<file path="src/rtl/calc_pkg.sv">
// Shared opcode and state definitions for the calculator datapath and its capture FSM.
// Latency: n/a (constants and types only).
// Backpressure: n/a.
package calc_pkg;

    localparam int WIDTH_DEF = 16;

    localparam logic [1:0] OP_ADD = 2'b00;
    localparam logic [1:0] OP_SUB = 2'b01;
    localparam logic [1:0] OP_MUL = 2'b10;
    localparam logic [1:0] OP_DIV = 2'b11;

    // One-hot sequencer states; bit positions map directly onto the Q* outputs.
    typedef enum logic [5:0] {
        S_IDLE   = 6'b000001,
        S_ADDSUB = 6'b000010,
        S_MUL    = 6'b000100,
        S_DIV    = 6'b001000,
        S_ERR    = 6'b010000,
        S_FIN    = 6'b100000
    } state_t;

endpackage

</file>
<file path="src/rtl/calc_addsub.sv">
// Single shared WIDTH-bit add/subtract unit; bit WIDTH is carry-out (add) or borrow (sub).
// Latency: combinational, zero cycles.
// Backpressure: none.
//
// Ports: x, y - operands; sub - 1 selects x-y, 0 selects x+y; s - WIDTH+1-bit result.
module calc_addsub #(
    parameter int WIDTH = 16
) (
    input  logic [WIDTH-1:0] x,
    input  logic [WIDTH-1:0] y,
    input  logic             sub,
    output logic [WIDTH:0]   s
);

    // Zero-extending both operands makes the top bit a borrow (x<y) on subtract.
    assign s = sub ? ({1'b0, x} - {1'b0, y}) : ({1'b0, x} + {1'b0, y});

endmodule

</file>
<file path="src/rtl/calc_iter_sequencer.sv">
// Multi-cycle ADD/SUB/MUL/DIV sequencer on one shared adder; MUL by repeated add, DIV by repeated subtract.
// Latency: Start cycle 0 -> Done cycle 2 (ADD/SUB, DIV by 0), B+2 (MUL), floor(A/B)+2 (DIV).
// Backpressure: Start is only sampled while Busy=0; requests in any other state are dropped.
//
// Ports: Clk, Reset (sync, active-high); Start/Op/A/B request; Busy, Done handshake;
//        Result, Remainder, Flag, Err registered results; QIdle..QFin one-hot state view.
module calc_iter_sequencer
    import calc_pkg::*;
#(
    parameter int WIDTH = WIDTH_DEF
) (
    input  logic             Clk,
    input  logic             Reset,
    input  logic             Start,
    input  logic [1:0]       Op,
    input  logic [WIDTH-1:0] A,
    input  logic [WIDTH-1:0] B,
    output logic             Busy,
    output logic             Done,
    output logic [WIDTH-1:0] Result,
    output logic [WIDTH-1:0] Remainder,
    output logic             Flag,
    output logic             Err,
    output logic             QIdle,
    output logic             QAddSub,
    output logic             QMul,
    output logic             QDiv,
    output logic             QErr,
    output logic             QFin
);

    localparam logic [WIDTH-1:0] ONE = {{(WIDTH-1){1'b0}}, 1'b1};

    state_t           state, state_nxt;
    logic [1:0]       op_q;
    logic [WIDTH-1:0] a_q, b_q;
    logic [WIDTH-1:0] acc;   // MUL accumulator / DIV running remainder
    logic [WIDTH-1:0] cnt;   // MUL remaining count / DIV quotient

    logic [WIDTH-1:0] au_x, au_y;
    logic             au_sub;
    logic [WIDTH:0]   au_s;
    logic             au_cout;

    calc_addsub #(.WIDTH(WIDTH)) u_addsub (
        .x   (au_x),
        .y   (au_y),
        .sub (au_sub),
        .s   (au_s)
    );

    assign au_cout = au_s[WIDTH];

    // Operand steering for the shared unit.
    always_comb begin
        au_x   = a_q;
        au_y   = b_q;
        au_sub = 1'b0;
        case (state)
            S_ADDSUB: au_sub = (op_q == OP_SUB);
            S_MUL: begin
                au_x = acc;
                au_y = a_q;
            end
            S_DIV: begin
                // Borrow out of rem-B means rem<B, which ends the division.
                au_x   = acc;
                au_y   = b_q;
                au_sub = 1'b1;
            end
            default: ;
        endcase
    end

    always_ff @(posedge Clk) begin
        if (Reset) state <= S_IDLE;
        else       state <= state_nxt;
    end

    always_comb begin
        state_nxt = state;
        case (state)
            S_IDLE: begin
                if (Start) begin
                    case (Op)
                        OP_MUL:  state_nxt = S_MUL;
                        OP_DIV:  state_nxt = (B == '0) ? S_ERR : S_DIV;
                        default: state_nxt = S_ADDSUB;
                    endcase
                end
            end
            S_ADDSUB: state_nxt = S_FIN;
            S_MUL:    if (cnt == '0) state_nxt = S_FIN;
            S_DIV:    if (au_cout) state_nxt = S_FIN;
            S_ERR:    state_nxt = S_FIN;
            S_FIN:    state_nxt = S_IDLE;
            default:  state_nxt = S_IDLE;
        endcase
    end

    always_ff @(posedge Clk) begin
        if (Reset) begin
            op_q      <= '0;
            a_q       <= '0;
            b_q       <= '0;
            acc       <= '0;
            cnt       <= '0;
            Result    <= '0;
            Remainder <= '0;
            Flag      <= 1'b0;
            Err       <= 1'b0;
        end else begin
            case (state)
                S_IDLE: begin
                    if (Start) begin
                        op_q      <= Op;
                        a_q       <= A;
                        b_q       <= B;
                        acc       <= (Op == OP_DIV) ? A : '0;
                        cnt       <= (Op == OP_MUL) ? B : '0;
                        Result    <= '0;
                        Remainder <= '0;
                        Flag      <= 1'b0;
                        Err       <= 1'b0;
                    end
                end
                S_ADDSUB: begin
                    Result <= au_s[WIDTH-1:0];
                    Flag   <= au_cout;
                end
                S_MUL: begin
                    if (cnt != '0) begin
                        acc <= au_s[WIDTH-1:0];
                        cnt <= cnt - ONE;
                        // Sticky: once the product has wrapped it stays overflowed.
                        if (au_cout) Flag <= 1'b1;
                    end else begin
                        Result <= acc;
                    end
                end
                S_DIV: begin
                    if (!au_cout) begin
                        acc <= au_s[WIDTH-1:0];
                        cnt <= cnt + ONE;
                    end else begin
                        Result    <= cnt;
                        Remainder <= acc;
                    end
                end
                S_ERR: begin
                    Err    <= 1'b1;
                    Result <= '0;
                end
                default: ;
            endcase
        end
    end

    assign Busy    = (state != S_IDLE);
    assign Done    = (state == S_FIN);
    assign QIdle   = state[0];
    assign QAddSub = state[1];
    assign QMul    = state[2];
    assign QDiv    = state[3];
    assign QErr    = state[4];
    assign QFin    = state[5];

endmodule

</file>
<file path="config.mk">
export PLATFORM = sky130hd
export DESIGN_NAME = calc_iter_sequencer
export DESIGN_NICKNAME = d
export VERILOG_FILES = /design/src/rtl/calc_pkg.sv /design/src/rtl/calc_addsub.sv /design/src/rtl/calc_iter_sequencer.sv
export SDC_FILE = /design/constraint.sdc
export NUM_CORES = 1
export LEC_CHECK = 0
export ABC_CLOCK_PERIOD_IN_PS = 12700
export BUFFER_PORTS_ARGS = -buffer_cell sky130_fd_sc_hd__buf_4
export CORE_MARGIN = 5
export CORE_UTILIZATION = 64
export CTS_CLUSTER_DIAMETER = 40
export DETAILED_ROUTE_END_ITERATION = 8
export PLACE_DENSITY = 0.86
export SETUP_SLACK_MARGIN = 0.05
export SYNTH_ARGS = -nofsm -noshare
export SYNTH_HDL_FRONTEND = slang
export SYNTH_SLANG_ARGS = --single-unit
</file>
<file path="constraint.sdc">
create_clock -name Clk -period 12.7 [get_ports Clk]
set_clock_uncertainty 0.05 [all_clocks]
set_input_delay 1.27 -clock Clk [delete_from_list [all_inputs] [get_ports Clk]]
set_output_delay 1.27 -clock Clk [all_outputs]
set_load 0.1 [all_outputs]
</file>
# Word level (Yosys, flattened, before mapping)
# Index checks and enable logic that the tools add are counted.
[op_classes]
eq_ne = 17
mux = 31
reduce_logical = 17
n_addsub = 4
[op_table]
columns = ["cell", "count"]
rows = [
  ["16-bit 2-to-1 mux", 14],
  ["16-bit case mux with 3 select lines", 2],
  ["16-bit case mux with 5 select lines", 1],
  ["16-bit logical NOT", 2],
  ["16-bit case mux with 2 select lines", 1],
  ["6-bit case mux with 4 select lines", 1],
  ["6-bit 2-to-1 mux", 3],
  ["16-bit by 16-bit adder with 17-bit output", 1],
  ["17-bit 2-to-1 mux", 1],
  ["16-bit by 16-bit subtractor with 17-bit output", 1],
  ["16-bit by 1-bit adder with 16-bit output (second input constant)", 1],
  ["16-bit nonzero test", 1],
  ["16-bit by 1-bit subtractor with 16-bit output (second input constant)", 1],
  ["2-bit inequality test (second input constant)", 7],
  ["4-bit AND reduction", 3],
  ["5-bit case mux with 2 select lines", 1],
  ["6-bit by 1-bit equality test with 1-bit output (second input constant)", 1],
  ["6-bit by 2-bit equality test with 1-bit output (second input constant)", 1],
  ["6-bit by 3-bit equality test with 1-bit output (second input constant)", 1],
  ["6-bit by 4-bit equality test with 1-bit output (second input constant)", 1],
  ["6-bit by 5-bit equality test with 1-bit output (second input constant)", 1],
  ["6-bit equality test (second input constant)", 1],
  ["6-bit by 1-bit inequality test with 1-bit output (second input constant)", 1],
  ["3-bit AND reduction", 2],
  ["other kinds (11)", 19],
]
[word_totals]
ff_bits = 106
output_inout_bits = 42
in_bits = 37
wordCells = 79

# Logic depth before layout (Yosys ltp)
[depth]
ltp_word = 8
depth_mapped = 23
depth_no_buf = 18

# Cells and area by module
# A second synthesis with hierarchy kept.
[hier_totals]
cells_unflattened = 938
area_unflattened_um2 = 7096.8
[by_module_without_submodules]
columns = ["module", "seq_area_each_um2", "area_per_inst_um2", "cells_per_inst", "n_inst"]
rows = [
  ["calc_iter_sequencer", 2122.0, 5936.9, 778, 1],
  ["calc_addsub", 0.0, 1159.9, 160, 1],
]

# Worst setup path before layout
# No wires, ideal clock.
[synth_timing]
path_kind = "reg-to-reg"
startpoint = "register state[4]"
endpoint = "register cnt[8]"
slack_ns = 7.294
setup_time_ns = 0.132
required_ns = 12.518
t_arrival_ns = 5.224
stages_incl_launch_ff = 20
synth_period_minus_slack_ns = 5.406
path_buffers = 4
cell_sequence = "dfxtp_1 > buf_2 > nor4_2 > nand3b_1 > inv_1 > nor2_2 > buf_6 > buf_2 > mux2i_1 > ha_1 > fa_1 > nor2b_1 > o31ai_1 > a2111o_1 > a211o_1 > a31oi_4 > buf_2 > o21ai_0 > a21oi_1 > nor3_1"
[synth_between]
elab_chain_len = 7
word_cells_on_any_way = 17
classes_between = "2 x add/sub; 7 x eq/ne; 5 x mux; 3 x reduce/logical"
[synth_rtl]
columns = ["item", "line_no", "text"]
rows = [
  ["start: declaration", "calc_iter_sequencer.sv:34", "state_t state, state_nxt;"],
  ["start signal: assignment", "calc_iter_sequencer.sv:77", "else state <= state_nxt;"],
  ["6-bit by 4-bit equality test with 1-bit output or 6-bit by 3-bit equality test with 1-bit output (tied branches)", "calc_iter_sequencer.sv:59, calc_iter_sequencer.sv:113", ""],
  ["2-bit OR reduction (no line)", "-", ""],
  ["16-bit 2-to-1 mux", "calc_iter_sequencer.sv:59", "case (state)"],
  ["16-bit by 16-bit adder with 17-bit output or 16-bit by 16-bit subtractor with 17-bit output (tied branches)", "calc_addsub.sv:16", "assign s = sub ? ({1'b0, x} - {1'b0, y}) : ({1'b0, x} + {1'b0, y});"],
  ["17-bit 2-to-1 mux", "calc_addsub.sv:16", ""],
  ["2-bit inequality test (no line)", "-", ""],
  ["4-bit AND reduction (no line)", "-", ""],
  ["end signal: assignment", "calc_iter_sequencer.sv:120", "cnt <= (Op == OP_MUL) ? B : '0;"],
  ["end signal: assignment", "calc_iter_sequencer.sv:134", "cnt <= cnt - ONE;"],
  ["end signal: assignment", "calc_iter_sequencer.sv:144", "cnt <= cnt + ONE;"],
  ["end: declaration", "calc_iter_sequencer.sv:38", "logic [WIDTH-1:0] cnt;"],
]
# Several ways; a longest one is shown, not always the timed one.
# A chain may end at the register's enable or synchronous reset.

# Worst setup path after layout
# Same ends and word-level chain as after synthesis.

==> results.yml <==
run_status:
  status: "complete, no violations"
route:
  drt-total-wl_um: 21100
  dr.pass1.iters: 6
  met2_length_um: 9820
  top_layer: "met4"
  avgRoutedWirePerCell_um: 19.1
  wl_met1_um: 8370
  vias_per_cell: 6.52
  wl_met3_um: 1910
  drt_iter0_drc: 977
  drc_errors: 0
  via_count: 7217
  ant_nets: 0
timing:
  period_needed_ns: 6.64
  worstMarginPinSlew_ns: 1.10
  clock.fmax_ghz: 0.151
  finalSetupViolCount: 0
  grt_setup_unrepaired: "no"
  min_period_over_period_pct: 52.3
  finalHoldViolCount: 0
  setup-tns-final_ns: 0
  slew_headroom_pct: 26.5
  finalWorstSetupSlack_ns: 6.06
  slew_viol_final: 0
floorplanning:
  die_y_um: 114
  ios: 79
  die_width_um: 114
  core_sq_um: 10700
  start_util_pct: 64.8
  rows: 38
  dieArea_sq_um: 13100
global_routing:
  grt_max_degree: 107
  grt_first_pass_wirelength_um: 33500
  grt_overflow: 0
  grt_pass1_vias: 6556
  antenna_found_initial: 0
  grt_usage_pct: 32.3
clock_tree:
  cts_root_buf: "clkbuf_8"
  cts_sinks: 106
  cts_setup_buffers: 0
  cts.clk_slew.worst_paths_ns: 0.10
  numCtsBuffers: 9
  cts_resized: 0
  clock_latency_ns: 0.41
  cts_buffer_depth: 2
  h-tree-depth: 3
  postCtsHoldBufs: 0
  cts_tree: "built"
synth:
  async_reset_ff_share_pct: 0
  synth_top_cell_area_share_pct: 30.5
  synthFlopType: "dfxtp_1"
  synth.most_common_cell: "nand2_1"
  ys.warnings.count: 0
  synthesis.area_sq_um: 6970
  synth.cells.most_frequent: "nand2_1, dfxtp_1, nor2_1"
  synth_area_leaders: "dfxtp_1, nand2_1, ha_1"
  syn_area_per_cell_sq_um: 7.55
  yosysSeqAreaShare_pct: 30.5
  syn_nets: 1008
  synth_edf_count: 0
  post-synth-top-area-cell: "dfxtp_1"
  ys_ff_latch: 106
  synthDistinctLibCells: 65
  synth_cells: 923
power_and_ir_drop:
  total_leakage_power_nw: 3.11
  power_density_nw_per_um2: 264
  peakVddDrop_v: 0.000149
setup_path:
  crit_fanout: 50
  cp-start-kind: "flip-flop"
  worst_r2r_endpoint: "cnt[8]$_SDFFE_PP0P_"
  regToRegSetupSlack_ns: 6.06
  cp-end-kind: "flip-flop"
  arrival_ns: 6.84
  cp.required_ns: 12.90
  worstSetupStartpoint: "state[4]$_SDFFE_PP0P_"
  crit_path_end: "cnt[8]$_SDFFE_PP0P_"
  rr_worst_depth: 16
  worst-setup-path-type: "flip-flop to flip-flop"
  rr_startpoint: "state[4]$_SDFFE_PP0P_"
cells_and_area:
  multi_input_area_sq_um: 4570
  drive_above_1_share_pct: 11.8
  regArea_sq_um: 2120
  nNetsFinal: 1047
  diodes: 0
  post-route-util_pct: 72.0
  synthToLayoutAreaGrowth_pct: 11.0
  fin_cells: 1107
  fillers: 932
flow_run:
  maxCapViolCount: 0
placement:
  pre_cts_slack_ns: 6.24
  dp_cells: 1091
  gp_congestion: 0.949
  dpl.hpwl_um: 15400
  io_buffers: 78
worst_hold_path:
  hp-class: "flip-flop to flip-flop"
layout by cell type (no fill, tap or decap), types with 14 or more instances in the layout:
cell type,count
a211oi_1,26
xor2_1,18
mux2i_1,24
buf_4,85
nor3_1,30
nor2_1,90
ha_1,46
nand3_1,34
xnor2_1,18
a21oi_1,77
nor4_1,14
nand2_1,166
o21ai_0,57
dfxtp_1,106
registers in the layout, summed over array words and instances (netlist names):
register and count:
Remainder 16, Result 16, a_q 16, acc 16, b_q 16, cnt 16
state 6, op_q 2, Err 1, Flag 1
stage by stage:
| stage | cell area, sq um | hold WS (ns) | total power, mW |
|---|---|---|---|
| floorplan | 6970 | 0.386 | 1.53 |
| global placement | 7550 | 0.394 | 1.78 |
| detailed placement | 7550 | 0.402 | 1.81 |
| CTS | 7740 | 0.427 | 2.02 |
| global route | 7740 | 0.447 | 2.18 |
| finish | 7740 | 0.425 | 2.04 |
where the power goes:
part | internal [mW] | total, mW | switching [mW]
clock | 0.0746 | 0.211 | 0.136
combinational | 0.471 | 1.33 | 0.859
sequential | 0.405 | 0.502 | 0.0967
critical path, cell delays in order, from the launching register on:
cell	delay [ns]
dfxtp_1	0.55
nor4_2	0.10
nand3b_1	0.69
inv_1	0.65
nor2_4	1.00
mux2i_1	0.18
ha_1	0.25
fa_1	0.41
nor2b_1	0.16
o31ai_1	0.13
a2111o_1	0.44
a211o_1	0.35
a31oi_4	0.67
buf_4	0.45
o21ai_0	0.14
a21oi_1	0.17
nor3_1	0.06
kinds of logic (layout without fill, tap and decap cells):
family / after synthesis / after routing / synth area share, %
XOR/XNOR: 36 / 36 / 4.53
AND/OR/NAND/NOR: 386 / 386 / 25.0
adder cells (fa/ha/maj): 48 / 48 / 8.83
flip-flops: 106 / 106 / 30.5
AO/OA/AOI/OAI: 254 / 254 / 23.6
multiplexers: 24 / 24 / 3.45
buffers and inverters: 69 / 113 / 4.06
layout make-up:
cell class | count | area share (%)
repair buffers | 85 | 8.25
clock inverters | 7 | 0.825
clock buffers | 9 | 1.60
multi-input cells | 748 | 59.0
flip-flops and latches | 106 | 27.4
inverters | 12 | 0.582
well taps | 140 | 2.26
routing by layer:
metal | GRT usage [%] | vias to the layer above
met3 | 6.08 | 78
met2 | 52.2 | 404
met4 | 16.2 | 0
met5 | 0 | -
li1 | - | 3399
met1 | 41.4 | 3336
how the worst min path moves through the flow:
stage,from,to,cells past startpoint
floorplan,op_q[1]$_SDFFE_PP0P_,op_q[1]$_SDFFE_PP0P_,2
global placement,op_q[1]$_SDFFE_PP0P_,op_q[1]$_SDFFE_PP0P_,2
detailed placement,op_q[1]$_SDFFE_PP0P_,op_q[1]$_SDFFE_PP0P_,2
CTS,op_q[1]$_SDFFE_PP0P_,op_q[1]$_SDFFE_PP0P_,2
global route,Remainder[11]$_SDFFE_PP0P_,Remainder[11]$_SDFFE_PP0P_,2
finish,Remainder[4]$_SDFFE_PP0P_,Remainder[4]$_SDFFE_PP0P_,2
(Power assumes the default switching activity.)
